**config.mk**
```make
export PLATFORM = sky130hd
export DESIGN_NAME = diffeq_job_feeder
export DESIGN_NICKNAME = d
export VERILOG_FILES = /design/src/rtl/diffeq_pkg.sv /design/src/rtl/diffeq_job_fifo.sv /design/src/rtl/diffeq_job_feeder.sv
export SDC_FILE = /design/constraint.sdc
export NUM_CORES = 1
export LEC_CHECK = 0
export ABC_AREA = 1
export CORE_ASPECT_RATIO = 1.2
export CORE_MARGIN = 1.5
export CORE_UTILIZATION = 35
export CTS_BUF_LIST = sky130_fd_sc_hd__clkbuf_8
export DETAILED_ROUTE_END_ITERATION = 6
export SLEW_MARGIN = 30
export SYNTH_ARGS = -nofsm -noshare
export SYNTH_HDL_FRONTEND = slang
export SYNTH_HIERARCHICAL = 1
export SYNTH_SLANG_ARGS = --single-unit
```
**constraint.sdc**
```tcl
create_clock -name clk -period 22.9 [get_ports clk]
set_input_delay 4.58 -clock clk [delete_from_list [all_inputs] [get_ports clk]]
set_output_delay 4.58 -clock clk [all_outputs]
set_load 0.02 [all_outputs]
```
**src/rtl/diffeq_pkg.sv**
```systemverilog
// Shared types for the diffeq job feeder: job record, feeder state encoding, packed job width.
package diffeq_pkg;

  localparam int JOB_WIDTH = 32;
  localparam int JOB_BITS  = 5 * JOB_WIDTH;

  typedef struct packed {
    logic [JOB_WIDTH-1:0] x;
    logic [JOB_WIDTH-1:0] y;
    logic [JOB_WIDTH-1:0] u;
    logic [JOB_WIDTH-1:0] a;
    logic [JOB_WIDTH-1:0] dx;
  } job_t;

  typedef enum logic [1:0] {
    IDLE   = 2'd0,
    LAUNCH = 2'd1,
    RUN    = 2'd2,
    RETIRE = 2'd3
  } state_e;

endpackage

```
**src/rtl/diffeq_job_fifo.sv**
```systemverilog
// DEPTH x DW register FIFO; full/empty come from extended-pointer compare so they are purely registered state.
module diffeq_job_fifo
  import diffeq_pkg::*;
#(
  parameter int DW    = JOB_BITS,
  parameter int DEPTH = 4
) (
  input  logic          clk,
  input  logic          rst_n,
  input  logic          push,
  input  logic [DW-1:0] wdata,
  input  logic          pop,
  output logic [DW-1:0] rdata,
  output logic          full,
  output logic          empty
);

  localparam int AW = $clog2(DEPTH);

  logic [AW:0]   wr_q, wr_d, rd_q, rd_d;
  logic [DW-1:0] mem_q [DEPTH];

  always_comb begin
    wr_d = wr_q;
    rd_d = rd_q;
    if (push && !full)  wr_d = wr_q + 1'b1;
    if (pop  && !empty) rd_d = rd_q + 1'b1;
  end

  always_ff @(posedge clk or negedge rst_n) begin
    if (!rst_n) begin
      wr_q <= '0;
      rd_q <= '0;
    end else begin
      wr_q <= wr_d;
      rd_q <= rd_d;
    end
  end

  // Payload storage needs no reset; only the pointers define validity.
  always_ff @(posedge clk) begin
    if (push && !full) mem_q[wr_q[AW-1:0]] <= wdata;
  end

  assign rdata = mem_q[rd_q[AW-1:0]];
  assign full  = (wr_q[AW] != rd_q[AW]) && (wr_q[AW-1:0] == rd_q[AW-1:0]);
  assign empty = (wr_q == rd_q);

endmodule

```
**src/rtl/diffeq_job_feeder.sv**
```systemverilog
// Buffers job descriptors and launches them one at a time into the diffeq solver.
// Define DIFFEQ_FEEDER_TIMEOUT_EN to add a RUN watchdog that retires a stuck job.
//
// state  | meaning
// IDLE   | solver held in reset, waiting for a queued job
// LAUNCH | FIFO head copied to sol_* and popped, solver still in reset
// RUN    | solver running on held sol_*, waiting for sol_done
// RETIRE | solver back in reset for one cycle before the next job
module diffeq_job_feeder
  import diffeq_pkg::*;
#(
  parameter int WIDTH   = JOB_WIDTH,
  parameter int DEPTH   = 4,
  parameter int TIMEOUT = 1024
) (
  input  logic             clk,
  input  logic             reset,
  input  logic             in_valid,
  output logic             in_ready,
  input  logic [WIDTH-1:0] in_x,
  input  logic [WIDTH-1:0] in_y,
  input  logic [WIDTH-1:0] in_u,
  input  logic [WIDTH-1:0] in_a,
  input  logic [WIDTH-1:0] in_dx,
  output logic [WIDTH-1:0] sol_x,
  output logic [WIDTH-1:0] sol_y,
  output logic [WIDTH-1:0] sol_u,
  output logic [WIDTH-1:0] sol_a,
  output logic [WIDTH-1:0] sol_dx,
  output logic             sol_rst,
  input  logic             sol_done,
  output logic             busy,
  output logic [15:0]      job_count,
  output logic             overflow,
  output logic             timeout_err
);

  localparam int JW = 5 * WIDTH;

  if (DEPTH < 2 || (DEPTH & (DEPTH - 1)) != 0 || TIMEOUT < 1) begin : g_bad_cfg
    $error("diffeq_job_feeder: DEPTH must be a power of 2 >= 2 and TIMEOUT >= 1");
  end

  state_e        state_q, state_d;
  logic [JW-1:0] job_q, job_d, fifo_rdata;
  logic          sol_rst_q, sol_rst_d, busy_q, busy_d, ovf_q, ovf_d, rdy_q, rdy_d;
  logic [15:0]   cnt_q, cnt_d;
  logic          fifo_full, fifo_empty, pop;
`ifdef DIFFEQ_FEEDER_TIMEOUT_EN
  localparam int TW = $clog2(TIMEOUT + 1);
  logic [TW-1:0] tmo_q, tmo_d;
  logic          tmo_err_q, tmo_err_d;
`endif

  // rdy_q keeps in_ready low until the first edge after reset release.
  assign in_ready = rdy_q & ~fifo_full;
  assign pop      = (state_q == LAUNCH);

  diffeq_job_fifo #(.DW(JW), .DEPTH(DEPTH)) u_fifo (
    .clk   (clk),
    .rst_n (reset),
    .push  (in_valid & in_ready),
    .wdata ({in_x, in_y, in_u, in_a, in_dx}),
    .pop   (pop),
    .rdata (fifo_rdata),
    .full  (fifo_full),
    .empty (fifo_empty)
  );

  always_comb begin
    state_d   = state_q;
    job_d     = job_q;
    sol_rst_d = sol_rst_q;
    busy_d    = busy_q;
    cnt_d     = cnt_q;
    rdy_d     = 1'b1;
    ovf_d     = ovf_q | (in_valid & ~in_ready);
`ifdef DIFFEQ_FEEDER_TIMEOUT_EN
    tmo_d     = tmo_q;
    tmo_err_d = tmo_err_q;
`endif
    case (state_q)
      IDLE: begin
        if (!fifo_empty) begin
          state_d = LAUNCH;
          busy_d  = 1'b1;
        end
      end
      LAUNCH: begin
        job_d     = fifo_rdata;
        sol_rst_d = 1'b0;
        state_d   = RUN;
`ifdef DIFFEQ_FEEDER_TIMEOUT_EN
        tmo_d     = TW'(TIMEOUT - 1);
`endif
      end
      RUN: begin
        if (sol_done) begin
          cnt_d     = cnt_q + 16'd1;
          sol_rst_d = 1'b1;
          busy_d    = 1'b0;
          state_d   = RETIRE;
        end
`ifdef DIFFEQ_FEEDER_TIMEOUT_EN
        else if (tmo_q == '0) begin
          tmo_err_d = 1'b1;
          sol_rst_d = 1'b1;
          busy_d    = 1'b0;
          state_d   = RETIRE;
        end else begin
          tmo_d = tmo_q - 1'b1;
        end
`endif
      end
      RETIRE: begin
        if (!fifo_empty) begin
          state_d = LAUNCH;
          busy_d  = 1'b1;
        end else begin
          state_d = IDLE;
        end
      end
      default: state_d = IDLE;
    endcase
  end

  always_ff @(posedge clk or negedge reset) begin
    if (!reset) begin
      state_q   <= IDLE;
      job_q     <= '0;
      sol_rst_q <= 1'b1;
      busy_q    <= 1'b0;
      cnt_q     <= '0;
      ovf_q     <= 1'b0;
      rdy_q     <= 1'b0;
`ifdef DIFFEQ_FEEDER_TIMEOUT_EN
      tmo_q     <= '0;
      tmo_err_q <= 1'b0;
`endif
    end else begin
      state_q   <= state_d;
      job_q     <= job_d;
      sol_rst_q <= sol_rst_d;
      busy_q    <= busy_d;
      cnt_q     <= cnt_d;
      ovf_q     <= ovf_d;
      rdy_q     <= rdy_d;
`ifdef DIFFEQ_FEEDER_TIMEOUT_EN
      tmo_q     <= tmo_d;
      tmo_err_q <= tmo_err_d;
`endif
    end
  end

  assign sol_x     = job_q[5*WIDTH-1 -: WIDTH];
  assign sol_y     = job_q[4*WIDTH-1 -: WIDTH];
  assign sol_u     = job_q[3*WIDTH-1 -: WIDTH];
  assign sol_a     = job_q[2*WIDTH-1 -: WIDTH];
  assign sol_dx    = job_q[WIDTH-1:0];
  assign sol_rst   = sol_rst_q;
  assign busy      = busy_q;
  assign job_count = cnt_q;
  assign overflow  = ovf_q;
`ifdef DIFFEQ_FEEDER_TIMEOUT_EN
  assign timeout_err = tmo_err_q;
`else
  assign timeout_err = 1'b0;
`endif

endmodule

```
==> results.json <==
{
  "dieWidth_um": 276,
  "status": "complete, no violations",
  "end_kind": "primary output",
  "maxSlewViolCount": 0,
  "fin_crit_sh": 0.362,
  "final_cell_area_sq_um": 38200,
  "drc": 0,
  "area_growth_pct": 22.5,
  "max_stage_delay_ns": 0.96,
  "io_pins": 345,
  "dpl_cell_area_sq_um": 35600,
  "ant_nets": 0,
  "vdd_drop_max_mv": 0.0784,
  "grt_start_max_net_pins": 173,
  "dieArea_sq_um": 91000,
  "rsz0062_at_grt": "false",
  "core_sq_um": 88100,
  "yosysTopAreaCell": "edfxtp_1",
  "yosysUniqueCellTypes": 32,
  "min_to": "job_q[158]",
  "finalHoldViolations": 0,
  "drive_gt1_frac": 0.0798,
  "p_total_w": 0.00495,
  "ctsResizeCount": 0,
  "setup_tns_ns": 0,
  "htree_levels": 4,
  "max_freq_ghz": 0.121,
  "vias": 20071,
  "ys_ff_latch": 828,
  "cp-startpoint": "u_fifo/rd_q[0]",
  "final_cells": 4052,
  "grt_pass1_vias": 20672,
  "whs_path_depth": 2,
  "clk_pin_slew_ns": 0.06,
  "viasPerCell": 4.95,
  "layout_commonest_cell": "edfxtp_1",
  "p_per_area_nw_per_um2": 130,
  "synth_area_leaders": "edfxtp_1, dfrtp_1, nand2_1, o21ai_0, nor2_1",
  "rrSetupSlack_ns": 17.88,
  "drtIter0Drc": 1262,
  "gp_congestion": 0.742,
  "row_count": 119,
  "drv_cap": 0,
  "wl_per_cell_um": 19.8,
  "rr_worst_depth": 10,
  "criticalPathCategory": "flip-flop to primary output",
  "die_h_um": 330,
  "worstPathMaxFanout": 135,
  "finalCriticalPeriod_ns": 8.29,
  "worstPathCellList": "inv_8 > nand2_1 > nand2_2 > nand3_4 > inv_1 > nor2_1 > clkdlybuf4s50_1",
  "hp-class": "flip-flop to flip-flop",
  "tightestPinTransition_ns": 0.971,
  "maxSlewHeadroom": 0.352,
  "insertion_delay_ns": 0.81,
  "initial_core_util": 0.354,
  "layout.nets": 2959,
  "setup_viol_count_final": 0,
  "synthCells": 2426,
  "io_buffers": 343,
  "layout_common_cells": "edfxtp_1, nand2_1, clkdlybuf4s50_1",
  "multi_input_area_sq_um": 6450,
  "cts_sinks": 828,
  "crit_arrival_ns": 3.71,
  "tritoncts": "built",
  "avgSynthCellArea_sq_um": 12.9,
  "yosysWarnings": 6,
  "antenna_found_initial": 12,
  "hpwlAfterDp_mm": 45.9,
  "track_usage": 0.175,
  "r2r-start": "u_fifo/rd_q[0]",
  "dp.cells": 3799,
  "synth_top_cell_area_share": 0.615,
  "cts_setup_buffers": 0,
  "skew_ns": 0.0502,
  "postRouteWirelength_mm": 80.1,
  "synth_area_sq_um": 31200,
  "cts_hold_buf": 0,
  "num-fill-cells": 8039,
  "ys_seq_area_frac": 0.766,
  "start_kind": "flip-flop",
  "worst_hold_slack_ns": 0.470,
  "grt_overflow": 0,
  "cts_root_buf": "clkbuf_8",
  "grt_pass1_wl_mm": 120,
  "hp-start": "job_q[158]",
  "worstReg2RegEnd": "u_fifo/mem_q[2][46]",
  "seq_area_sq_um": 23900,
  "numCtsBuffers": 132,
  "drtPass1Iterations": 5,
  "p_leak_nw": 14.2,
  "cp_slowest_cell": "dfrtp_4",
  "clockBufferDepth": 3,
  "required_ns": 18.32,
  "syn-num-nets": 2601
}
==> worst max-delay path, delay by kind of cell (launching register included) <==
family                 cells  cell delay [ns]
flip-flops                 1             0.96
AND/OR/NAND/NOR            4             0.63
buffers and inverters      3             1.09
==> worst max-delay path by stage <==
stage                      endpoint  slack, ns  cells past startpoint
6_report                   in_ready      14.61                      7
5_1_grt                    in_ready      14.47                      7
4_1_cts                    in_ready      14.68                      7
3_5_place_dp    u_fifo/mem_q[0][46]      14.94                      7
3_3_place_gp   u_fifo/mem_q[0][157]      15.00                      7
2_1_floorplan    u_fifo/mem_q[0][0]      10.50                      4
==> logic make-up (layout without fill, tap and decap cells) <==
logic type	Yosys count	in the layout	share of synthesized area
simple gates	904	904	0.113
flops	828	828	0.766
compound gates	487	487	0.0845
buf+inv	182	651	0.0285
xor+xnor	12	12	0.00337
fa+ha+maj	11	11	0.00441
other cells	2	10	0.000241
==> Yosys cell counts <==
cell and count:
a21oi_1 1, buf_1 1, buf_2 46, buf_4 16, buf_6 12, clkbuf_1 67
conb_1 2, dfrtp_1 187, dfstp_2 1, edfxtp_1 640, ha_1 11, inv_1 37
inv_2 3, nand2_1 534, nand2_2 7, nand2_4 2, nand3_1 12, nand3_2 2
nand3_4 1, nand3b_1 1, nand4_1 4, nor2_1 330, nor2_2 4, nor2_4 3
nor3_1 3, nor3b_1 1, o21ai_0 322, o21ai_1 3, o21bai_1 1, o22ai_1 160
xnor2_1 4, xor2_1 8
==> metal layers <==
metal  part of all wire  GRT usage
met5            0.00069          0
met4              0.026     0.0728
met3              0.051     0.0367
met1               0.42      0.221
met2               0.50      0.291
==> sequential cells by signal, summed over array words and instances (netlist names) <==
name and flops:
busy 1, overflow 1, job_count 16, state_q 2
job_q 160, u_fifo/mem_q 640, u_fifo/wr_q 3, sol_rst 1
rdy_q 1, u_fifo/rd_q 3
==> through the flow <==
stage                     worst slack (ns)  utilization
final                                14.61        0.434
after floorplan                      10.50            -
after detailed placement             14.94        0.404
after global routing                 14.47        0.434
after global placement               15.00        0.404
after CTS                            14.68        0.433
==> layout make-up <==
class	count	share of cell area
antenna	8	0.000523
clock buffer	146	0.0525
clock inverter	99	0.0154
inverter	40	0.00445
multi-input combinational	1416	0.169
sequential	828	0.626
tap	1149	0.0376
timing repair buffer	366	0.0951
==> power breakdown <==
group | internal [W] | total (W) | switching (W)
logic | 0.000565 | 0.00163 | 0.00107
clock network | 0.000640 | 0.00123 | 0.000591
registers | 0.00193 | 0.00209 | 0.000164
total | 0.00313 | 0.00495 | 0.00182
Power figures use the tool's default switching activity.
==> variant (same flow settings) <==
Make the reset (`reset` and `rst_n`) synchronous in 2 clocked blocks.
--- a/src/rtl/diffeq_job_fifo.sv
+++ b/src/rtl/diffeq_job_fifo.sv
@@ -28,5 +28,5 @@
   end
 
-  always_ff @(posedge clk or negedge rst_n) begin
+  always_ff @(posedge clk) begin
     if (!rst_n) begin
       wr_q <= '0;
--- a/src/rtl/diffeq_job_feeder.sv
+++ b/src/rtl/diffeq_job_feeder.sv
@@ -125,5 +125,5 @@
   end
 
-  always_ff @(posedge clk or negedge reset) begin
+  always_ff @(posedge clk) begin
     if (!reset) begin
       state_q   <= IDLE;
Formal check against the unedited RTL: differs if reset is asserted again (counterexample within 4 cycles, from zero or initial values and one cycle with reset low); with reset held inactive, the same outputs for 4 cycles.
==> variant against the original RTL <==
Worst setup slack gained 1000 ps; first-iteration DRC count increased by 0.55%; area after synthesis is 1.8% lower; cell area fell by 1.5%; sequential cell count increased by 2; routed wire length shrank 1.8%; power decreased by 19%; via count up 1.1%; critical endpoint is now u_fifo/mem_q[2][109].
==> variant: results (changes against the original RTL) <==
metric	value	unit	change
hpwl	44400	µm	-3.4%
ys_warn_count	6		unchanged
yosys-top-cells-area	edfxtp_1 63%, dfxtp_1 12%, nor2_1 8.3%		
place_area	35000	µm²	-1.7%
p_leak	13.2	nW	-7.3%
antenna_found_initial	11		-1
status	finished, final reports clean		
ctsResizeCount	0		unchanged
drt_iter0_drc	1269		+0.55%
wl_per_cell	19.3	µm	-2.3%
min_from	overflow		
skew	36.9	ps	-13.3 ps
synth_top_area_share	62.7	%	+1.1 points
grt_pass1_vias	21010		+1.6%
fin_nets	2992		+1.1%
yosysSeqAreaShare	75.1	%	-1.5 points
grt_pass1_wl	120000	µm	-0.29%
r2r-start	u_fifo/wr_q[0]		
ir_drop	0.114	mV	+45%
drive_gt1_share	7.52	%	-0.46 points
numCtsBuffers	131		-0.76%
crit_start	in_valid		
clock_latency	780	ps	-30 ps
arrival	7630	ps	+3920 ps
num_vias	20285		+1.1%
worst_pin_slew	1390	ps	+416 ps
grt_max_degree	225		+30%
async_flop_share	0	%	-23 points
crit_path_max_fanout	61		-55%
gp_congestion	0.801		+7.9%
gr-usage-all-layers	17.5	%	-0.020 points
ys_types	31		-3.1%
synthesis.nets	2651		+1.9%
largest_register_ffs	640		unchanged
synth_commonest_cells	674 x nor2_1, 640 x edfxtp_1, 355 x o21ai_0		
ctsRootBufferMaster	clkbuf_8		
[variant: worst paths after layout]
| path | cells after the start | end | slack (ps) |
|---|---|---|---|
| setup / recovery | 6 | u_fifo/mem_q[2][109] | 15640 |
| setup reg to reg | 10 | u_fifo/mem_q[2][109] | 18800 |
| hold / removal | 2 | overflow | 450 |
| hold reg to reg | 2 | overflow | 450 |
[variant: per-layer routing]
metal	wire length (µm)	up-vias	track usage [%]
met3	4430	122	4.32
met2	40500	545	30.5
met1	31800	10035	20.6
met5	67	-	0
li1	-	9573	-
met4	1850	10	6.69
[variant: worst max-delay path, cell delays in order]
cell             delay (ps)
clkdlybuf4s50_1         470
nor3b_1                 570
nand2_1                 340
nor2_4                  150
buf_6                   570
buf_4                   870
[variant: where the power goes]
group          switching (mW)  internal, mW
Clock                   0.571         0.663
Combinational           0.597         0.349
Sequential             0.0894          1.75
Total                    1.26          2.77
[variant: metrics by stage]
| stage | power [mW] | setup WS [ps] | hold WS, ps | std cells |
|---|---|---|---|---|
| floorplan | 2.42 | 10400 | 500 | 2476 |
| global placement | 2.80 | 14600 | 437 | 3819 |
| detailed placement | 2.83 | 14650 | 442 | 3823 |
| CTS | 4.08 | 15490 | 451 | 4065 |
| global route | 4.24 | 15510 | 492 | 4072 |
| finish | 4.02 | 15640 | 452 | 4072 |
[variant: kinds of logic after synthesis]
kind of cell | share of synthesized area, %
AO/OA/AOI/OAI | 11.7
adder cells (fa/ha/maj) | 0.449
buffers and inverters | 3.31
flip-flops | 75.1
other | 0.0122
AND/OR/NAND/NOR | 9.41
[variant: area by class of cell]
cell class              count  area [µm²]
repair buffers            368        3710
flip-flops and latches    830       23000
clock inverters            87         493
multi-input cells        1438        6660
inverters                  48         214
well taps                1140        1430
clock buffers             155        2130
fillers                  7972       48800
diodes                      6        15.0
